## src/rtl/fpu_dp_accumulator.sv

```systemverilog
// Purpose : sequential sum-of-N stage that folds a stream of binary64 operands
//           into a running sum through an external combinational adder.
// Latency : one operand per cycle; sum_valid rises the cycle after the len-th beat
//           (the cycle after start for a len==0 job).
// Backpressure: in_ready is high only while accumulating; the final sum and its
//           flags are held with sum_valid until sum_ready is seen.
// Ports:
//   clk, rst                      clock and synchronous active-high reset
//   start, len                    launch a job of len operands (sampled in IDLE)
//   in_valid/in_ready/in_data     operand handshake
//   add_a, add_b                  adder operands (running sum, current operand)
//   add_result/overflow/underflow adder outputs, combinational from add_a/add_b
//   sum_valid/sum_ready/sum       result handshake and sum register
//   sum_overflow, sum_underflow   sticky exception flags for the job
//   count, busy                   operands accepted; state is not IDLE
module fpu_dp_accumulator #(
  parameter int WIDTH   = 64,
  parameter int COUNT_W = 16
) (
  input  logic               clk,
  input  logic               rst,
  input  logic               start,
  input  logic [COUNT_W-1:0] len,
  input  logic               in_valid,
  output logic               in_ready,
  input  logic [WIDTH-1:0]   in_data,
  output logic [WIDTH-1:0]   add_a,
  output logic [WIDTH-1:0]   add_b,
  input  logic [WIDTH-1:0]   add_result,
  input  logic               add_overflow,
  input  logic               add_underflow,
  output logic               sum_valid,
  input  logic               sum_ready,
  output logic [WIDTH-1:0]   sum,
  output logic               sum_overflow,
  output logic               sum_underflow,
  output logic [COUNT_W-1:0] count,
  output logic               busy
);

  localparam logic [1:0] ST_IDLE  = 2'd0;
  localparam logic [1:0] ST_ACCUM = 2'd1;
  localparam logic [1:0] ST_DONE  = 2'd2;

  logic [1:0]         state;
  logic [COUNT_W-1:0] remaining;
  logic               beat;

  // The adder sits in a single-cycle loop: sum -> add_a -> add_result -> sum.
  assign add_a = sum;
  assign add_b = in_data;

  assign in_ready  = (state == ST_ACCUM);
  assign sum_valid = (state == ST_DONE);
  assign busy      = (state != ST_IDLE);
  assign beat      = in_ready && in_valid;

  always_ff @(posedge clk) begin
    if (rst) begin
      state         <= ST_IDLE;
      sum           <= '0;
      count         <= '0;
      remaining     <= '0;
      sum_overflow  <= 1'b0;
      sum_underflow <= 1'b0;
    end else begin
      case (state)
        ST_IDLE: begin
          if (start) begin
            // +0.0 is the additive identity, so the first beat yields the operand.
            sum           <= '0;
            count         <= '0;
            remaining     <= len;
            sum_overflow  <= 1'b0;
            sum_underflow <= 1'b0;
            state         <= (len == '0) ? ST_DONE : ST_ACCUM;
          end
        end
        ST_ACCUM: begin
          if (beat) begin
            sum           <= add_result;
            sum_overflow  <= sum_overflow  | add_overflow;
            sum_underflow <= sum_underflow | add_underflow;
            count         <= count + 1'b1;
            remaining     <= remaining - 1'b1;
            if (remaining == COUNT_W'(1)) begin
              state <= ST_DONE;
            end
          end
        end
        ST_DONE: begin
          // start is deliberately not looked at here, even on the handshake cycle.
          if (sum_ready) begin
            state <= ST_IDLE;
          end
        end
        default: state <= ST_IDLE;
      endcase
    end
  end

endmodule

```

## config.mk

```make
export PLATFORM = sky130hd
export DESIGN_NAME = fpu_dp_accumulator
export DESIGN_NICKNAME = d
export VERILOG_FILES = /design/src/rtl/fpu_dp_accumulator.sv
export SDC_FILE = /design/constraint.sdc
export NUM_CORES = 1
export LEC_CHECK = 0
export ABC_AREA = 1
export CAP_MARGIN = 10
export CORE_ASPECT_RATIO = 1.5
export CORE_MARGIN = 8
export CORE_UTILIZATION = 23
export CTS_BUF_LIST = sky130_fd_sc_hd__clkbuf_16
export CTS_CLUSTER_SIZE = 24
export DETAILED_ROUTE_END_ITERATION = 10
export HOLD_SLACK_MARGIN = 0.15
export SYNTH_ARGS = -nofsm -noshare
export SYNTH_HDL_FRONTEND = slang
export SYNTH_SLANG_ARGS = --single-unit
```

## constraint.sdc

```tcl
create_clock -name clk -period 1.5 [get_ports clk]
set_input_delay 0.225 -clock clk [delete_from_list [all_inputs] [get_ports clk]]
set_output_delay 0.225 -clock clk [all_outputs]
set_load 0.02 [all_outputs]
```

==> impl_metrics.ini, run 1 <==
[critical_path]
path_max_fanout = 6
crit_arrival_ps = 1660
critical_path.endpoint_type = flip-flop
reg2reg_from = state[1]$_SDFFE_PP0P_
timing_worst_setup_path_type = flip-flop to flip-flop
crit_start = state[1]$_SDFFE_PP0P_
cp_data_required_time_ps = 1730
regToRegSetupSlack_ps = 70
critical_path_start_type = flip-flop
r2r_end = remaining[1]$_SDFFE_PP0P_
reg2reg_depth = 7
worst_setup_path_endpoint = remaining[1]$_SDFFE_PP0P_

[grt]
grt_pass1_wl_um = 29100
via_count_of_the_first_global_routing_pass = 5306
antenna_found_initial = 0
largest_net_degree_at_the_start_of_global_routing = 80
grt-ovfl-total = 0
groute.usage.overall = 0.130

[place]
detailed_place.area_sq_um = 7340
place_hpwl_um = 14900
buffer_ports.inserted = 235
place_inst = 1170
dp_slack_ps = -287
globalplace.congestion = 0.832

[sta]
totalNegativeSetupSlack_ps = 0
timing.fmax_mhz = 700
postLayoutSetupSlackWorst_ps = 71.7
grt_setup_unrepaired = true
setup_viol = 0
final.hold.worst_slack_ps = 405
worst_clock_skew_ps = 8.33
fin_crit_ps = 1430
final_hold_viol_count = 0
slew_viol_final = 0
post-route-period-util = 0.952
tightest_slew_ps = 392
relSlewSlack = 0.739

[synthesis]
ys.warnings.count = 0
synth_seq_cells = 100
synth_largest_area_cell = dfxtp_1
post-synth-top-area-fraction = 0.375
synthesis.instances = 776
seq_area_frac_synth = 0.375
syn-num-nets = 930
synth.top_cells.by_area = dfxtp_1 (37%), buf_4 (18%), nand2_1 (16%)
synth_area_per_cell_sq_um = 6.88
yosysUniqueCellTypes = 26
synth_area_sq_um = 5340

[drt]
detailroute.wirelength.met2_um = 10100
drtAntennaViolNets = 0
detailedRoute.firstPassIterationCount = 4
detailroute.wirelength.met3_um = 1020
post_drt_wl_per_cell_um = 16.2
vias_per_cell = 4.33
top_layer = met4
drc_errors = 0
detail_route.wirelength.met1_um = 6890
drt-initial-drc-count = 173
routed_wirelength_um = 19200
vias = 5137

[power_and_ir_drop]
vdd_drop_max_v = 0.000449
leakagePower_nw = 3.49
power-per-cell-area_nw_per_um2 = 1160
fin_total_pwr_mw = 8.70

[layout]
stdcell_count = 1187
synthToLayoutAreaGrowth_pct = 41.0
fin_util = 0.329
finalNetCount = 1058
layout-drive-gt1-share = 0.104
num_antenna_cells = 0
fin_area_sq_um = 7530
filler_cell_count = 2528

[worst_hold_path]
min_path_type = input pin to flip-flop

[die]
io-pin-count = 364
die_width_um = 140
floorplan.initialDensity = 0.233
floorplan.rows = 68
dieArea_sq_um = 28500
core_sq_um = 22900
die_y_um = 203

[cts]
cts_tree = built
clk_buf_depth = 2
post_cts_hold_buffer_count = 0
worst_setup_hold_path_clk_slew_ps = 70
clkLatencyLatePin_ps = 350
clock_sink_count = 100
total_number_of_h_tree_levels = 3
clk_root_buffer_cell = clkbuf_16
cts_inserted_buffers = 9

[outcome]
outcome = finished clean

[flow_run]
maxCapViolations = 0
## what timing repair did
action	4_1_cts	5_1_grt
pin swaps	0	5
resized for setup	158	26
setup buffers	0	2
setup endpoints to repair	196	39
cloned	0	1
hold endpoints to repair	0	0
## cell usage in the layout (no fill, tap or decap), drive strengths merged, types with 2 or more instances in the layout
cell	instances
dlygate4sd2	146
clkinvlp	2
o21ai	21
buf	42
ha	3
nor2	86
a21oi	93
inv	38
clkdlybuf4s50	85
nor3	5
nand4	5
or2	3
nand2	231
dfxtp	100
nand3	30
clkbuf	9
## how the worst min path moves through the flow
stage / start / to / slack, ps / depth (start not counted)
final: rst / state[0]$_SDFFE_PP0P_ / 400 / 5
after global routing: add_result[21] / add_a[21]$_SDFFE_PP0P_ / 420 / 3
after CTS: add_result[15] / add_a[15]$_SDFFE_PP0P_ / 400 / 3
after detailed placement: in_data[28] / add_b[28] / 450 / 0
after global placement: in_data[28] / add_b[28] / 450 / 0
after floorplan: len[1] / remaining[1]$_SDFFE_PP0P_ / 370 / 2
## logic make-up after synthesis
| family | after synthesis | synth area share |
|---|---|---|
| and+or+nand+nor | 359 | 0.272 |
| buffers and inverters | 195 | 0.233 |
| DFF | 100 | 0.375 |
| adders and majority gates | 3 | 0.00703 |
| AOI/OAI and AO/OA | 119 | 0.114 |
## area by class of cell
class                      count  area, sq um  area share
clock buffer                   9          225      0.0299
clock inverter                 5         62.6     0.00831
inverter                      37          139      0.0184
multi-input combinational    482         2170       0.288
sequential                   100         2010       0.266
tap                          280          350      0.0465
timing repair buffer         274         2580       0.342
## sequential cells by signal (all words and copies together) (netlist names)
signal	cells
add_a	64
count	16
remaining	16
state	2
sum_overflow	1
sum_underflow	1
## layer usage
metal	up-vias	GRT usage
met2	165	0.244
met3	82	0.0289
li1	2579	-
met5	-	0
met4	0	0.0965
met1	2311	0.122
## synthesized netlist by cell type
cell      instances
inv_1            33
nor2_1           81
o21a_1            1
buf_6             1
dfxtp_1         100
nand3_1          28
a211oi_1          1
ha_1              3
buf_2            14
a21oi_1          93
nand2_2           1
nor2_4            3
a31oi_1           1
nand4_1           5
or2_2             3
inv_2             4
o21ai_0          19
clkbuf_1         13
buf_4           130
nor3_1            5
nand3_2           2
nand2_1         229
nor2_2            2
o211ai_1          1
o21bai_1          1
o21ai_1           2
## worst max-delay path, cell delays in order (launching register included)
cell and delay [ps]:
dfxtp_1 350, buf_4 150, nor2_4 160, buf_6 140, inv_2 70, buf_4 150, a211oi_1 240, nor2_1 60
## power breakdown
part | total [mW] | switching [mW] | leakage [nW] | internal [mW]
Combinational | 3.21 | 1.86 | 2.54 | 1.35
Clock | 2.34 | 1.06 | 0.134 | 1.29
Sequential | 3.15 | 0.247 | 0.814 | 2.90
Total | 8.70 | 3.16 | 3.49 | 5.54
(Power assumes the default switching activity.)
==> inputs of run 2 (changes only) <==
--- a/config.mk
+++ b/config.mk
@@ -14,6 +14,7 @@
 export CTS_CLUSTER_SIZE = 24
 export DETAILED_ROUTE_END_ITERATION = 10
 export HOLD_SLACK_MARGIN = 0.15
+export SKIP_CTS_REPAIR_TIMING = 1
 export SYNTH_ARGS = -nofsm -noshare
 export SYNTH_HDL_FRONTEND = slang
 export SYNTH_SLANG_ARGS = --single-unit
==> run 2 against run 1 <==
Compared with the run above:
- clock power about the same
- sequential power is essentially flat
- utilization is 2.3 points higher
- routed wire length grew 1.2%
- setup slack lost 16 ps
- count of clock-buffer cells in the layout stayed put
- non-clock buffer count shrank 1
- die area did not move
- critical path type unchanged
- largest power group unchanged
==> impl_metrics.ini, run 2 (synthesized netlist as in run 1, its figures left out) <==
[drt]
vias = 5126
post_drt_wl_per_cell_um = 16.4
detailedRoute.firstPassIterationCount = 4
drtAntennaViolNets = 0
top_layer = met4
detail_route.wirelength.met1_um = 6870
routed_wirelength_um = 19400
drt-initial-drc-count = 175
detailroute.wirelength.met3_um = 1030
drc_errors = 0
detailroute.wirelength.met2_um = 10300
vias_per_cell = 4.32

[worst_hold_path]
min_path_type = input pin to flip-flop
hold_start = rst
timing.hold.worst_endpoint = state[0]$_SDFFE_PP0P_
min_delay_path_depth = 5

[place]
detailed_place.area_sq_um = 7340
globalplace.congestion = 0.832
buffer_ports.inserted = 235
place_hpwl_um = 14900
place_inst = 1170

[layout]
fin_area_sq_um = 8060
stdcell_count = 1186
layout-drive-gt1-share = 0.102
num_antenna_cells = 0
filler_cell_count = 2417
register_area_sq_um = 2010
footprint_of_the_multi_input_gates_sq_um = 2170
mostFrequentLayoutCell = nand2_1
synthToLayoutAreaGrowth_pct = 50.9
leading_cell_types_in_the_layout_fill_and_taps_excluded = nand2_1 (226), dlymetal6s2s_1 (146), dfxtp_1 (96)
finalNetCount = 1057
largest_register_ff_count = 64

[cts]
clock_sink_count = 100
total_number_of_h_tree_levels = 3
clk_root_buffer_cell = clkbuf_16
cts_inserted_buffers = 9
cts_tree = built
worst_setup_hold_path_clk_slew_ps = 70
clkLatencyLatePin_ps = 350
clk_buf_depth = 2

[die]
dieArea_sq_um = 28500
die_width_um = 140
floorplan.initialDensity = 0.233
floorplan.rows = 68
core_sq_um = 22900
die_y_um = 203
io-pin-count = 364

[grt]
largest_net_degree_at_the_start_of_global_routing = 80
grt-ovfl-total = 0
via_count_of_the_first_global_routing_pass = 5292
grt_pass1_wl_um = 29000
antenna_found_initial = 0
groute.usage.overall = 0.130

[power_and_ir_drop]
vdd_drop_max_v = 0.000448
power.switching_mw = 3.16
cellInternalPower_mw = 5.64
power-per-cell-area_nw_per_um2 = 1090
fin_total_pwr_mw = 8.80
switching_share = 0.359
clkPwrFrac = 0.266
power.share.sequential = 0.358
comb_power_share = 0.376
leakagePower_nw = 5.45

[outcome]
outcome = finished clean

[sta]
slew_viol_final = 0
totalNegativeSetupSlack_ps = 0
timing.fmax_mhz = 692
setup_viol = 0
relSlewSlack = 0.740
grt_setup_unrepaired = true
fin_crit_ps = 1440
post-route-period-util = 0.963
worst_clock_skew_ps = 8.59
tightest_slew_ps = 390
final_hold_viol_count = 0
final.hold.worst_slack_ps = 405

[critical_path]
reg2reg_depth = 7
critical_path.endpoint_type = flip-flop
r2r_end = remaining[1]$_SDFFE_PP0P_
reg2reg_from = state[1]$_SDFFE_PP0P_
crit_arrival_ps = 1670
regToRegSetupSlack_ps = 60
critical_path_start_type = flip-flop
timing_worst_setup_path_type = flip-flop to flip-flop
cp_data_required_time_ps = 1730
path_max_fanout = 7

[flow_run]
maxCapViolations = 0
## run 2: critical path: stages, from the launching register on
cell and delay, ps:
dfxtp_1 350, buf_4 150, nor2_4 150, buf_6 150
inv_2 80, buf_4 150, a211oi_1 240, nor2_1 60
## run 2: worst max path at each step
stage,startpoint,to,slack [ps]
global placement,in_valid,count[8]$_SDFFE_PP0P_,-250
global route,state[1]$_SDFFE_PP0P_,remaining[4]$_SDFFE_PP0P_,-20
detailed placement,in_valid,count[8]$_SDFFE_PP0P_,-290
finish,state[1]$_SDFFE_PP0P_,remaining[1]$_SDFFE_PP0P_,60
CTS,state[0]$_SDFFE_PP0P_,in_ready,-390
floorplan,count[0]$_SDFFE_PP0P_,count[8]$_SDFFE_PP0P_,70
## run 2: power by group through the flow
stage          Clock, mW  Combinational (mW)  Sequential (mW)
3_5_place_dp           0                3.30             3.20
6_report            2.35                3.31             3.15
4_1_cts             2.47                3.32             3.15
3_3_place_gp           0                3.28             3.21
2_1_floorplan          0                2.01             3.29
5_1_grt             2.56                3.65             3.18
## run 2: final cells by class
cell class,count,area share
flip-flops and latches,100,0.249
well taps,280,0.0435
clock inverters,5,0.00776
inverters,37,0.0172
multi-input cells,482,0.269
repair buffers,273,0.386
clock buffers,9,0.0279
## run 2: stage by stage
| stage | worst slack, ps | util |
|---|---|---|
| detailed placement | -287 | 0.321 |
| floorplan | 70.4 | - |
| global route | -22.5 | 0.352 |
| finish | 55.6 | 0.352 |
| global placement | -248 | 0.321 |
| CTS | -394 | 0.333 |
## run 2: metal layers
layer,global-route usage,vias to the layer above
met3,0.0285,82
met4,0.0965,0
met5,0,-
li1,-,2579
met2,0.244,151
met1,0.121,2314
